**src/rtl/fifo_rd_packer.sv**
```systemverilog
// rtl/fifo_rd_packer.sv - packs async_fifo read words into wide beats behind a 2-entry skid buffer
module fifo_rd_packer #(
   parameter int    DSIZE       = 8,
   parameter int    RATIO       = 2,
   parameter string FALLTHROUGH = "TRUE",
   parameter int    CW          = $clog2(RATIO) + 1
) (
   input  logic                   rclk,
   input  logic                   rrst_n,
   input  logic                   fifo_empty,
   input  logic [DSIZE-1:0]       fifo_rdata,
   output logic                   fifo_ren,
   input  logic                   flush,
   output logic                   flush_done,
   output logic                   m_valid,
   input  logic                   m_ready,
   output logic [DSIZE*RATIO-1:0] m_data,
   output logic [CW-1:0]          m_count,
   output logic [15:0]            beat_cnt
);
   localparam int            IW   = (RATIO > 1) ? $clog2(RATIO) : 1;
   localparam int            BW   = DSIZE * RATIO;
   localparam bit            SYNC = (FALLTHROUGH != "TRUE");
   localparam logic [IW-1:0] LAST = IW'(RATIO - 1);
   localparam logic [CW-1:0] FULL = CW'(RATIO);

   typedef enum logic [1:0] {RUN, WAIT, EMIT, DONE} state_t;
   state_t state, state_nx;

   logic [IW-1:0] req_idx, fill_idx;
   logic          rd_pend, inflight_beat;
   logic [BW-1:0] pack, pack_nx;
   logic [1:0]    obuf_cnt;
   logic [BW-1:0] ob_data [2];
   logic [CW-1:0] ob_count [2];
   logic          cap, cap_last, emit, push, pop, wr_slot;
   logic [BW-1:0] push_data;
   logic [CW-1:0] push_count;

   // Read issue: the beat-completing request waits until the skid buffer can take that beat
   always_comb begin
      fifo_ren = 1'b0;
      if (rrst_n && !fifo_empty && state == RUN) begin
         if (req_idx != LAST || ({1'b0, obuf_cnt} + {2'b00, inflight_beat}) < 3'd2)
            fifo_ren = 1'b1;
      end
   end

   // In FWFT mode data is valid with ren; in sync mode it arrives one cycle after ren
   assign cap      = SYNC ? rd_pend : fifo_ren;
   assign cap_last = cap && (fill_idx == LAST);

   // Pack register with the incoming word merged into its slot
   always_comb begin
      pack_nx = pack;
      pack_nx[int'(fill_idx) * DSIZE +: DSIZE] = fifo_rdata;
   end

   assign emit       = (state == EMIT) && (obuf_cnt < 2'd2);
   assign push       = cap_last || emit;
   assign push_data  = emit ? pack : pack_nx;
   assign push_count = emit ? CW'(fill_idx) : FULL;
   assign pop        = m_valid && m_ready;
   // Slot 1 takes the push only when an older entry remains after this cycle's pop
   assign wr_slot    = (obuf_cnt - {1'b0, pop}) != 2'd0;

   // Flush FSM next state: drain in-flight read, emit partial beat if any, then pulse done
   always_comb begin
      state_nx = state;
      case (state)
         RUN:     if (flush) state_nx = WAIT;
         WAIT:    if (!rd_pend) state_nx = (fill_idx == '0) ? DONE : EMIT;
         EMIT:    if (emit) state_nx = DONE;
         DONE:    state_nx = RUN;
         default: state_nx = RUN;
      endcase
   end

   assign flush_done = (state == DONE);

   // FSM state register
   always_ff @(posedge rclk or negedge rrst_n) begin
      if (!rrst_n) state <= RUN;
      else         state <= state_nx;
   end

   // Request/fill indices, pack register and sync-mode in-flight tracking
   always_ff @(posedge rclk or negedge rrst_n) begin
      if (!rrst_n) begin
         req_idx       <= '0;
         fill_idx      <= '0;
         pack          <= '0;
         rd_pend       <= 1'b0;
         inflight_beat <= 1'b0;
      end else begin
         rd_pend       <= SYNC && fifo_ren;
         inflight_beat <= SYNC && fifo_ren && (req_idx == LAST);
         if (fifo_ren) req_idx <= (req_idx == LAST) ? '0 : req_idx + 1'b1;
         if (cap) begin
            if (cap_last) begin
               fill_idx <= '0;
               pack     <= '0;
            end else begin
               fill_idx <= fill_idx + 1'b1;
               pack     <= pack_nx;
            end
         end
         if (emit) begin
            fill_idx <= '0;
            req_idx  <= '0;
            pack     <= '0;
         end
      end
   end

   // Two-entry skid buffer, entry 0 is the head; accepted-beat counter
   always_ff @(posedge rclk or negedge rrst_n) begin
      if (!rrst_n) begin
         obuf_cnt    <= 2'd0;
         ob_data[0]  <= '0;
         ob_data[1]  <= '0;
         ob_count[0] <= '0;
         ob_count[1] <= '0;
         beat_cnt    <= 16'd0;
      end else begin
         obuf_cnt <= obuf_cnt + {1'b0, push} - {1'b0, pop};
         if (pop) begin
            ob_data[0]  <= ob_data[1];
            ob_count[0] <= ob_count[1];
            beat_cnt    <= beat_cnt + 16'd1;
         end
         if (push) begin
            ob_data[wr_slot]  <= push_data;
            ob_count[wr_slot] <= push_count;
         end
      end
   end

   assign m_valid = (obuf_cnt != 2'd0);
   assign m_data  = ob_data[0];
   assign m_count = ob_count[0];
endmodule

```
**config.mk**
```make
export PLATFORM = sky130hd
export DESIGN_NAME = fifo_rd_packer
export DESIGN_NICKNAME = d
export VERILOG_FILES = /design/src/rtl/fifo_rd_packer.sv
export SDC_FILE = /design/constraint.sdc
export NUM_CORES = 1
export LEC_CHECK = 0
export CORE_UTILIZATION = 40
export CTS_CLUSTER_SIZE = 28
export DETAILED_ROUTE_END_ITERATION = 10
export GPL_ROUTABILITY_DRIVEN = 0
export SLEW_MARGIN = 20
export SYNTH_ARGS = -nofsm -noshare
export SYNTH_HDL_FRONTEND = slang
export SYNTH_SLANG_ARGS = --single-unit
export TNS_END_PERCENT = 10
```
**constraint.sdc**
```tcl
create_clock -name rclk -period 2.3 [get_ports rclk]
set_input_delay 0.23 -clock rclk [delete_from_list [all_inputs] [get_ports rclk]]
set_output_delay 0.23 -clock rclk [all_outputs]
set_load 0.005 [all_outputs]
```
Word-level counts from Yosys, hierarchy flattened
Index checks and enable logic that the tools add are counted.
{"block": "totals", "register_bits": 74, "out_inout_bits": 37, "wordCells": 72}
{"block": "classes", "add_sub_neg": 7, "magnitude_cmp": 4, "eq_ne": 5, "n_shift": 2, "n_mux": 28, "bitwise": 2, "reduce_logical": 14}
{"operator": "16-bit two-way mux", "count": 6}
{"operator": "4-bit negation with 33-bit output", "count": 1}
{"operator": "8-bit by 33-bit variable shift with 16-bit output (first input constant)", "count": 1}
{"operator": "8-bit by 33-bit variable part select with 16-bit output", "count": 1}
{"operator": "32-bit bitwise mux", "count": 1}
{"operator": "32-bit two-way mux", "count": 1}
{"operator": "16-bit by 1-bit adder with 16-bit output (second input constant)", "count": 1}
{"operator": "16-bit bitwise mux", "count": 1}
{"operator": "16-bit demux with 1-bit select", "count": 1}
{"operator": "2-bit two-way mux", "count": 5}
{"operator": "1-bit two-way mux", "count": 9}
{"operator": "2-bit case mux with 4 select lines", "count": 1}
{"operator": "1-bit logical AND", "count": 6}
{"operator": "2-bit nonzero test", "count": 3}
{"operator": "4-bit bitwise mux", "count": 1}
{"operator": "2-bit equality test (second input constant)", "count": 2}
{"operator": "2-bit less-than comparator (second input constant)", "count": 2}
{"operator": "4-bit two-way mux", "count": 1}
{"operator": "2-bit inequality test (second input constant)", "count": 2}
{"operator": "2-bit by 1-bit subtractor with 2-bit output", "count": 2}
{"operator": "1-bit adder (second input constant)", "count": 2}
{"operator": "2-bit by 1-bit adder with 2-bit output", "count": 1}
{"operator": "2-bit demux with 1-bit select", "count": 1}
{"operator": "2-bit by 1-bit equality test with 1-bit output (second input constant)", "count": 1}
{"operator": "8 further kinds", "count": 9}

Depth between registers and ports, before layout
{"block": "depth", "ltp_word": 11, "depth_mapped": 9, "depth_no_buf": 7}

Worst setup path after synthesis
No wires, ideal clock.
{"block": "synth_timing", "kind": "reg2reg", "startpoint": "reg state[0]", "endpoint": "reg obuf_cnt[1]", "setup_time_ns": 0.123, "arrival_ns": 1.744, "setup_slack_ns": 0.434, "path_stages_with_launch": 10, "path_buffers": 2, "synth_period_minus_slack_ns": 1.866, "path_cell_list": "dfrtp_1 -> inv_1 -> ha_1 -> buf_2 -> and2b_1 -> a21oi_2 -> buf_2 -> xnor2_1 -> ha_1 -> xnor2_1"}
{"block": "synth_via", "elab_chain_cells": 7}
{"item": "start: declaration", "line": "28", "source": "state_t state, state_nx;"}
{"item": "start signal: assignment", "line": "84", "source": "else state <= state_nx;"}
{"item": "2-bit logical NOT", "line": "43", "source": "if (rrst_n && !fifo_empty && state == RUN) begin"}
{"item": "1-bit logical AND", "line": "43"}
{"item": "1-bit two-way mux", "line": "43"}
{"item": "1-bit logical AND", "line": "51", "source": "assign cap_last = cap && (fill_idx == LAST);"}
{"item": "1-bit logical OR (*)", "line": "60", "source": "assign push = cap_last || emit;"}
{"item": "2-bit by 1-bit adder with 2-bit output (*)", "line": "126", "source": "obuf_cnt <= obuf_cnt + {1'b0, push} - {1'b0, pop};"}
{"item": "2-bit by 1-bit subtractor with 2-bit output (*)", "line": "126"}
{"item": "end signal: assignment", "line": "126"}
{"item": "end: declaration", "line": "33", "source": "logic [1:0] obuf_cnt;"}
Every way passes the cells marked *; elsewhere a longest branch is shown, timed or not.
A chain may end at the register's enable or synchronous reset.

Worst setup path after layout
{"block": "layout_timing", "startpoint": "reg state[0]", "endpoint": "out fifo_ren"}
{"block": "layout_via", "elab_chain_cells": 3}
{"item": "2-bit logical NOT", "line": "43"}
{"item": "1-bit logical AND", "line": "43"}
{"item": "1-bit two-way mux", "line": "43"}
{"item": "end: declaration", "line": "12", "source": "output logic fifo_ren,"}
Every way passes these cells.

==> impl_metrics.ini <==
[clock_network]
cts_setup_buffers = 0
ctsHtreeMaxLevel = 3
clock_sink_count = 74
cts-hold-fix-buffers = 1
clock_tree_from_tritoncts = done
ctsRootBufferMaster = sky130_fd_sc_hd__clkbuf_8
cts_made_buffers = 9
ctsResizeCount = 0
cts.path.max_buffers = 2
clk_pin_slew_ns = 0.07
clk_latency_ns = 0.34

[logic_synthesis]
synth_flop_cell = sky130_fd_sc_hd__dfrtp_1
ys_top_cells_by_area = sky130_fd_sc_hd__dfrtp_1 (51%), sky130_fd_sc_hd__mux2i_1 (13%), sky130_fd_sc_hd__buf_4 (4.5%)
synth_top_family_by_area = multiplexers
syn_area_um2 = 3640
synth_most_common_cell = sky130_fd_sc_hd__dfrtp_1
muxShareOfSynthArea = 0.132
synthDistinctLibCells = 37
synth_edf_count = 0
post_synth_xor_area_fraction = 0.0457
ys_seq_elements = 74
synthDominantCellAreaShare = 0.508
post_synth_and_or_nand_nor_area_fraction = 0.114
postSynthNetCount = 347
synth.yosys.seq_area_share = 0.508
yosysWarnings = 0
synthDominantAreaCellType = sky130_fd_sc_hd__dfrtp_1
synth-compound-area-share = 0.0992
netlist_instances = 327
postSynth.asyncResetShare = 1.00
netlist_top_cells_count = sky130_fd_sc_hd__dfrtp_1 (74), sky130_fd_sc_hd__mux2i_1 (48), sky130_fd_sc_hd__nand2_1 (26)
synth.avg_cell_area_um2 = 11.1
post_synth_fa_ha_maj_area_fraction = 0.0240

[cells_and_area]
drive_above_1_share = 0.117
antenna-diode-count = 0
layout.nets = 385
final_non_filler_cell_area_um2 = 4320
layout.cells.non_filler = 477
flow.area_growth_from_synthesis_pct = 18.6
finish.utilization = 0.493

[floorplanning]
die_width_um = 97.4
dieArea_um2 = 9490
core_area_um2 = 8760
rows = 34
io_pins = 50
overall_die_height_um = 97.4
starting_density_of_the_core = 0.416

[critical_path]
critical_path.startpoint_type = register
cp-startpoint = state[0]
cp_cell_sequence = inv_1, ha_1, nand4b_1, inv_1, clkdlybuf4s50_1
data_arrival_time_of_the_critical_path_ns = 1.88
critical_path.slowest_cell = sky130_fd_sc_hd__clkdlybuf4s50_1
critical_path_cell_count = 5
critPathKind = register to output pin
library_cell_appearing_most_often_on_the_critical_path = sky130_fd_sc_hd__inv_1
critical_path.top_delay_family = buffers and inverters
worst-path-buf-inv = 3
critical_path.max_stage_delay_ns = 0.50
reg2reg_from = state[0]
critPathCaptureType = output pin
r2r_cells = 7
rr_endpoint = m_data[10]
critPathMaxFanout = 5
regToRegSetupSlack_ns = 0.38
worst_ep_required_time_ns = 2.07

[drt]
totalWireLength_mm = 7.57
wire_per_inst_um = 15.9
remaining_drc_errors = 0
drt_iter0_drc = 97
route.vias.total = 2447
vias_per_cell = 5.13
drt-pass1-iter-count = 4
final_antenna_net_count = 0

[timing]
totalNegativeSetupSlack_ns = 0
fmax_ghz = 0.474
headroom_to_the_max_slew_limit = 0.398
tightestPinTransition_ns = 0.903
period_share = 0.918
worst_hold_slack_ns = 0.244
unrepaired_setup_endpoints_after_global_routing = no
hold_viol_final = 0
finalCriticalPeriod_ns = 2.11
final.setup_skew_ns = 0.00450
timing.final.max_slew_violations = 0
report.final.setup_viol = 0
setup_slack_ns = 0.189

[grt]
grt.total_usage = 0.170
grt_first_pass_wirelength_mm = 12.6
grt_start_max_net_pins = 73
antenna_found_initial = 0
first_global_vias = 2495
grt-ovfl-total = 0

[placed_design]
numPortBuffers = 49
hpwl_mm = 5.18
place_worst_setup_slack_ns = 0.354
placement.cell_area_um2 = 4140
place.detailed.instances = 461

[power_and_ir_drop]
total_leakage_power_nw = 1.92
p_per_area_nw_per_um2 = 1170
max-vdd-ir-drop_mv = 0.487
total_power_mw = 5.06

[run_status]
run_status = completed

[hold_path]
hold_path.class = primary input to asynchronous set/reset pin

[job]
max_cap_violations = 0
[routing by layer]
metal / GRT usage / share of wire / vias up
met5: 0 / 0 / -
met4: 0.0532 / 0.0095 / 0
met3: 0.0511 / 0.042 / 4
met2: 0.256 / 0.46 / 56
met1: 0.236 / 0.49 / 1195
li1: - / - / 1192
[worst register-to-register path: cells and delay by family (launching register included)]
kind	cells	cell delay [ns]
fa+ha+maj	1	0.19
buf+inv	2	0.35
flops	1	0.40
mux	2	0.48
simple gates	2	0.37
[how the worst max path moves through the flow]
stage                  endpoint  slack, ns
finish                 fifo_ren       0.19
global route           fifo_ren       0.05
CTS                    fifo_ren       0.15
detailed placement    m_data[8]       0.35
global placement      m_data[2]       0.37
floorplan           obuf_cnt[1]       0.43
[placed cells by master (no fill, tap or decap), drive strengths merged]
cell and count:
dfrtp 74, mux2i 48, clkdlybuf4s50 48, o21ai 37, nand2 26, xnor2 18
a21oi 14, buf 14, clkbuf 13, nor2 10, inv 8, and2 8
nand3b 8, ha 7, nand3 6, nand4 4, nor4 3, nand4b 2
o21a 2, nand2b 2, a32oi 2, and4 2, or2 2, and2b 1
and4b 1, nor2b 1, xor2 1, a22oi 1, o22a 1, a31oi 1
o22ai 1, clkinvlp 1, clkinv 1, dlygate4sd3 1
[report_power, final]
group	leakage [nW]	switching [mW]	internal, mW
logic	0.854	1.06	1.08
registers	0.983	0.287	1.74
clock network	0.0855	0.452	0.444
[cells by family after synthesis]
| kind of cell | after synthesis |
|---|---|
| compound gates | 59 |
| xor+xnor | 19 |
| fa+ha+maj | 7 |
| buf+inv | 44 |
| flops | 74 |
| mux | 48 |
| simple gates | 76 |
[final cells by class]
cell class	count	area, um^2
clock buffer	13	159
clock inverter	2	12.5
fill	801	4440
inverter	8	30.0
multi-input combinational	209	1510
sequential	74	1850
tap	108	135
timing repair buffer	63	621
Power figures use the tool's default switching activity.
